### src/rtl/avg_sched.sv
// Two-channel 3-tap weighted-average scheduler sharing one multiply-accumulate unit.
// Round-robin grant, one tap product per cycle, saturated result on a valid/ready port.
module avg_sched #(
   parameter int DATA_W    = 8,
   parameter int COEF_W    = 8,
   parameter int NTAPS     = 3,
   parameter int COEF_RST  = 2,
   parameter int OUT_SHIFT = 0
) (
   input  logic              clk,
   input  logic              rst_n,
   input  logic              req0_valid,
   input  logic [DATA_W-1:0] req0_data,
   output logic              req0_ready,
   input  logic              req1_valid,
   input  logic [DATA_W-1:0] req1_data,
   output logic              req1_ready,
   input  logic              cfg_we,
   input  logic [1:0]        cfg_addr,
   input  logic [COEF_W-1:0] cfg_data,
   output logic              o_valid,
   output logic [DATA_W-1:0] o_data,
   output logic              o_chan,
   input  logic              o_ready,
   output logic              busy
);

   localparam int ACC_W = DATA_W + COEF_W + 2;
   localparam logic [1:0] LAST_K = 2'(NTAPS - 1);
   localparam logic [ACC_W-1:0] OUT_MAX = {{(ACC_W-DATA_W){1'b0}}, {DATA_W{1'b1}}};

   typedef enum logic [1:0] {IDLE, MAC, OUT} state_t;

   state_t                   state;
   logic [DATA_W-1:0]        hist0 [NTAPS];
   logic [DATA_W-1:0]        hist1 [NTAPS];
   logic [COEF_W-1:0]        coef  [NTAPS];
   logic [ACC_W-1:0]         acc;
   logic [1:0]               k;
   logic                     sel;
   logic                     last_grant;
   logic                     grant;
   logic                     accept;
   logic [DATA_W-1:0]        tap_k;
   logic [DATA_W+COEF_W-1:0] prod;
   logic [ACC_W-1:0]         acc_nxt;

   function automatic logic [DATA_W-1:0] sat_out(input logic [ACC_W-1:0] a);
      logic [ACC_W-1:0] s;
      s = a >> OUT_SHIFT;
      if (s > OUT_MAX) return '1;
      return s[DATA_W-1:0];
   endfunction

   // With both channels requesting, the one not served last wins.
   always_comb begin
      grant = ~last_grant;
      if (req0_valid && !req1_valid)      grant = 1'b0;
      else if (req1_valid && !req0_valid) grant = 1'b1;
   end

   assign req0_ready = (state == IDLE) && !grant && rst_n;
   assign req1_ready = (state == IDLE) &&  grant && rst_n;
   assign accept     = (state == IDLE) && (grant ? req1_valid : req0_valid);
   assign busy       = (state != IDLE);

   always_comb begin
      tap_k   = sel ? hist1[k] : hist0[k];
      prod    = tap_k * coef[k];
      acc_nxt = acc + ACC_W'(prod);
   end

   always_ff @(posedge clk) begin
      if (!rst_n) begin
         state <= IDLE;
         for (int i = 0; i < NTAPS; i++) begin
            hist0[i] <= '0;
            hist1[i] <= '0;
            coef[i]  <= COEF_W'(COEF_RST);
         end
         acc        <= '0;
         k          <= '0;
         sel        <= 1'b0;
         last_grant <= 1'b1;
         o_valid    <= 1'b0;
         o_data     <= '0;
         o_chan     <= 1'b0;
      end else begin
         case (state)
            IDLE: begin
               if (cfg_we && cfg_addr <= LAST_K) coef[cfg_addr] <= cfg_data;
               if (accept) begin
                  if (grant) begin
                     hist1[0] <= req1_data;
                     for (int i = 1; i < NTAPS; i++) hist1[i] <= hist1[i-1];
                  end else begin
                     hist0[0] <= req0_data;
                     for (int i = 1; i < NTAPS; i++) hist0[i] <= hist0[i-1];
                  end
                  acc   <= '0;
                  k     <= '0;
                  sel   <= grant;
                  state <= MAC;
               end
            end
            MAC: begin
               acc <= acc_nxt;
               k   <= k + 2'd1;
               // Result register is loaded with the final sum so OUT presents it immediately.
               if (k == LAST_K) begin
                  state   <= OUT;
                  o_valid <= 1'b1;
                  o_chan  <= sel;
                  o_data  <= sat_out(acc_nxt);
               end
            end
            OUT: begin
               if (o_ready) begin
                  o_valid    <= 1'b0;
                  last_grant <= sel;
                  state      <= IDLE;
               end
            end
            default: state <= IDLE;
         endcase
      end
   end

endmodule

### config.mk
export PLATFORM = sky130hd
export DESIGN_NAME = avg_sched
export DESIGN_NICKNAME = d
export VERILOG_FILES = /design/src/rtl/avg_sched.sv
export SDC_FILE = /design/constraint.sdc
export NUM_CORES = 1
export LEC_CHECK = 0
export BUFFER_PORTS_ARGS = -buffer_cell sky130_fd_sc_hd__buf_2
export CAP_MARGIN = 10
export CORE_MARGIN = 10
export CORE_UTILIZATION = 55
export DETAILED_ROUTE_END_ITERATION = 12
export GPL_TIMING_DRIVEN = 0
export HOLD_SLACK_MARGIN = 0.02
export PLACE_DENSITY = 0.73
export RECOVER_POWER = 25
export SLEW_MARGIN = 20
export SYNTH_ARGS = -nofsm -noshare
export SYNTH_HDL_FRONTEND = slang
export SYNTH_SLANG_ARGS = --single-unit
export TNS_END_PERCENT = 1
### constraint.sdc
create_clock -name clk -period 16.2 [get_ports clk]
set_clock_uncertainty 0.15 [all_clocks]
set_input_delay 3.24 -clock clk [delete_from_list [all_inputs] [get_ports clk]]
set_output_delay 3.24 -clock clk [all_outputs]
set_load 0.01 [all_outputs]
After elaboration in Yosys (flattened, before gate mapping) --
Memories as Yosys holds them, arrays and structs flattened. A register that Yosys moved wholly into a read port is not among the register bits. Cells that the tools add are included.
Storage, ports and cells: bits in registers 34, latch bits 0, bits in writable memories 72, ROM bits 0, input port bits 32, output and inout bits 13, word-level logic and storage cells 102, memories kept 3
Memories:
- coef | depth 3, width 8, read ports 1, clocked after memory_dff 1, write ports 3, RTL line 37 | logic [COEF_W-1:0] coef [NTAPS];
- hist0 | depth 3, width 8, read ports 3, clocked after memory_dff 1, write ports 3, RTL line 35 | logic [DATA_W-1:0] hist0 [NTAPS];
- hist1 | depth 3, width 8, read ports 3, clocked after memory_dff 1, write ports 3, RTL line 36 | logic [DATA_W-1:0] hist1 [NTAPS];
Cells by class: $add $sub $neg 2, $mul 1, divide/modulo/power cells 0, order comparisons 2, equal/unequal tests 6, shift operators 0, muxes and demuxes 51, bitwise operators 7, reductions and logical operators 22
Operators by type and width (count):
- 8-bit two-way mux | 10
- 18-bit case mux with 2 select lines | 1
- 1-bit two-way mux | 25
- 2-bit two-way mux | 11
- 18-bit by 16-bit adder with 18-bit output | 1
- 18-bit by 8-bit > comparator with 1-bit output (second input constant) | 1
- 18-bit two-way mux | 1
- 8-bit by 8-bit multiplier with 16-bit output | 1
- 1-bit logical AND | 8
- 2-bit AND reduction | 4
- 8-bit OR reduction | 1
- 2-bit != test (second input constant) | 3
- 1-bit bitwise OR | 6
- 2-bit case mux with 3 select lines | 1
- 3-bit AND reduction | 2
- 2-bit nonzero test | 3
- 2-bit == test (second input constant) | 2
- 2-bit case mux with 2 select lines | 1
- 1-bit logical NOT | 3
- 2-bit by 1-bit adder with 2-bit output (second input constant) | 1
- 2-bit by 1-bit == test with 1-bit output (second input constant) | 1
- 2-bit less-or-equal comparator (second input constant) | 1
- 2-bit logical NOT | 1
- 1-bit case mux with 2 select lines | 1
- 1-bit inverter | 1

Logic depth before layout (Yosys ltp) --
depth in word-level cells 11, depth in mapped cells 23, depth with buffers taken out 21

Least setup slack after synthesis --
OpenSTA, ideal clock, no wires.
path type input to output, start in req1_valid, end out req1_ready, arrival time 3.770 ns, path slack 9.040 ns, stages 3, cell sequence inv_1 > maj3_1 > nor2_1
Between the ends: longest elaborated chain between the ends 5, elaborated cells on any way between the ends 7
RTL lines:
- start: declaration | RTL line 15 | input logic req1_valid,
- 1-bit logical AND or 1-bit logical NOT (tied branches) | RTL line 59, 58
- 1-bit two-way mux or 1-bit logical AND (tied branches) | RTL line 59, 58
- 1-bit two-way mux * | RTL line 58 | if (req0_valid && !req1_valid) grant = 1'b0;
- 1-bit logical AND * (2 in a row) | RTL line 63 | assign req1_ready = (state == IDLE) && grant && rst_n;
- end: declaration | RTL line 17 | output logic req1_ready,
Mark *: on every way between the ends. The rest lies on a longest branch, timed or not.

Worst setup path in the final report --
start in req1_valid, end out req0_ready
Between the ends: longest elaborated chain between the ends 6, elaborated cells on any way between the ends 8
RTL lines:
- 1-bit logical AND or 1-bit logical NOT (tied branches) | RTL line 59, 58
- 1-bit two-way mux or 1-bit logical AND (tied branches) | RTL line 59, 58
- 1-bit two-way mux * | RTL line 58
- 1-bit logical NOT * | RTL line 62 | assign req0_ready = (state == IDLE) && !grant && rst_n;
- 1-bit logical AND * (2 in a row) | RTL line 62
- end: declaration | RTL line 14 | output logic req0_ready,
Marked as above.

==> qor.txt <==
Status - complete, no violations
Mapped cell area - 0.00765 sq mm
Most used standard cell by instance count after synthesis - inv_1
Placed cell areas - 0.00817 sq mm
Die ar. - 0.0190 sq mm
Wire per inst - 16.4 microns
Sequential-to-total area share from yosys stat - 40.8%
Setup TNS Final - 0 ns
CTS Buffer Depth - 2
R2r endpoint - o_data[4]
Overall Power - 1.33 mW
Worst Reg-to-Reg Cells - 19
First-pass GRT wire length - 27100 microns
Slew headroom - 32.3%
Core area - 0.0138 sq mm
Hold buffer count at CTS - 0
Top Family by Delay on Critical Path - buffers and inverters
Hold WC Path Type - reg -> reg
#FFs+latches synth - 116
Buffers and inverters on the worst path - 3
Setup violators final - 0
Power per standard cell area - 153 mW/mm^2
CP Max Fanout - 4
Hold path startpoint - o_chan
WS Path Type - in -> out
Final hold viol count - 0
Final core utilization - 63.3%
Drt drc - 0
Register area - 0.00312 sq mm
Port bufs - 44
Slew Viols, Final - 0
Crit path cell chain - clkbuf_1 > inv_1 > maj3_1 > nor2b_1 > buf_2
Critical Path Sink Type - output pin
Post-synth top flop - edfxtp_1
Setup WS pre-CTS - 8.80 ns
Peak VDD IR - 0.105 mV
Share of post-route cells with drive strength above 1 - 11.3%
LEAKAGE - 3.72 nW
Total wire length - 16100 microns
Crit start category - primary input
Mapped Cells - 719
Fin nets - 913
GRT Residual Overflow - 0
Setup WS post-layout - 8.74 ns
Fmax - 134 MHz
Iteration-0 DRC Markers - 365
Final HPWL DP - 12300 microns
EDFF count, synth - 80
Chip width - 138 microns
Synth top area cells - edfxtp_1, fa_1, dfxtp_1
Hold path depth - 2
Yosys top cell area share - 31.4%
Commonest cells in the synthesized netlist - inv_1, edfxtp_1, and2_1
Num rows - 43
Hold_ws - 0.383 ns
Initial cell density of the core - 55.6%
CTS root buf - clkbuf_16
H-tree depth - 4
Yosys warns - 0
Hold endpoint - o_chan
Worst reg2reg setup slack - 9.33 ns
Filler cell count - 1106
Multi-input gate area - 0.00410 sq mm
Final GP Congestion - 0.896
Clock sink count - 116
RSZ-0062 raised after global routing - false
Post-DRT Antenna Nets - 0
GR Util All Layers - 18.1%
TritonCTS Buffers - 17
Die Y - 138 microns
MaxCap Viol Count - 0
Cell at the slowest stage of the critical path - maj3_1
Dpl cells - 951
Fin crit share - 46.1%
Vias in the first global route - 5538
Worst-Skew Late Latency - 0.41 ns
CTS clk-pin slew, worst paths - 0.06 ns
Post-CTS Resized - 0
Post-synthesis async set-or-reset flop share - 0%
Detailed Routing Iterations Pass 1 - 5
Vias per cell - 5.45
Req. time, crit path - 12.81 ns
Initial antenna violation count - 0
Final min period - 7.46 ns
Fin cells - 983
Synth cell types - 53
Avg Inst Size Synth - 10.6 sq um
Worst slew pin tran - 1.01 ns
# IOs - 45
Setup bufs post-CTS - 0
Pin count of the biggest net entering global routing - 25
Post-route cell area - 0.00872 sq mm
Critical path data arrival time - 4.07 ns
Layout area overhead - 13.9%
Slowest stage delay, CP - 0.34 ns
N_diodes - 0
Vias - 5359
Cell taking the most area after synthesis - edfxtp_1
CTS tree - yes
registers in the layout (all words and copies together), names as in the netlist, named ones only:
signal      count
acc            18
coef           32
hist0          24
hist1          24
k               2
last_grant      1
o_chan          1
o_data          8
o_valid         1
sel             1
state           2
cells in the final DEF (no fill, tap or decap), types with 8 or more instances in the layout:
cell and count:
and3_1 14, dfxtp_1 36, nand2b_1 23, clkbuf_1 35, edfxtp_1 80, fa_1 50
inv_1 100, mux4_2 11, and2_1 59, mux2i_1 16, ha_1 41, a22oi_1 14
xnor2_1 9, nor2_1 43, buf_2 29, nor2b_1 37, nor4_1 9, nand2_1 36
conb_1 8, clkbuf_16 17, o21ai_0 17, o21ai_1 12, a21oi_1 26
layout make-up:
cell class	count	share of cell area (%)
plain buffers	22	1.05
clock buffers	17	4.88
repair buffers	45	2.58
clock inverters	15	1.69
flip-flops and latches	116	35.8
multi-input cells	488	47.1
inverters	100	4.31
well taps	180	2.58
layer usage:
layer  share of wire [%]  track usage (%)
met2                  52             31.2
met3                 3.9             4.28
met1                  43             22.1
met4                 1.6             5.62
met5                   0                0
worst register-to-register path, stage by stage (launching register included):
cell and delay [ns]:
dfxtp_1 0.48, buf_2 0.38, mux4_2 0.56, o21ai_1 0.71
or2_2 0.26, fa_1 0.44, fa_1 0.55, inv_1 0.06
fa_1 0.53, inv_1 0.07, fa_1 0.53, inv_1 0.04
ha_1 0.35, o211ai_1 0.11, a21oi_1 0.24, o21bai_2 0.18
o211ai_1 0.23, o311ai_1 0.23, nor4b_4 0.50, a21oi_1 0.13
cell families (layout without fill, tap and decap cells):
group	Yosys count	after routing	share of synthesized area, %
fa+ha+maj	92	92	19.9
mux	32	32	6.06
simple gates	248	248	17.9
buf+inv	122	199	6.10
other cells	1	8	0.0490
xor+xnor	11	11	1.36
flops	116	116	40.8
compound gates	97	97	7.81
worst max-delay path by stage:
stage	from	cells past startpoint	endpoint	slack, ns
5_1_grt	req1_valid	5	req0_ready	8.67
4_1_cts	req1_valid	5	req0_ready	8.79
6_report	req1_valid	5	req0_ready	8.74
2_1_floorplan	req1_valid	3	req1_ready	9.04
3_5_place_dp	req1_valid	5	req0_ready	8.80
3_3_place_gp	req1_valid	5	req0_ready	8.81
where the power goes:
part | switching [mW] | internal (mW) | total, mW
logic | 0.375 | 0.245 | 0.619
clock network | 0.143 | 0.214 | 0.358
registers | 0.0121 | 0.342 | 0.354
No activity file was read; power rests on OpenSTA's default activity.
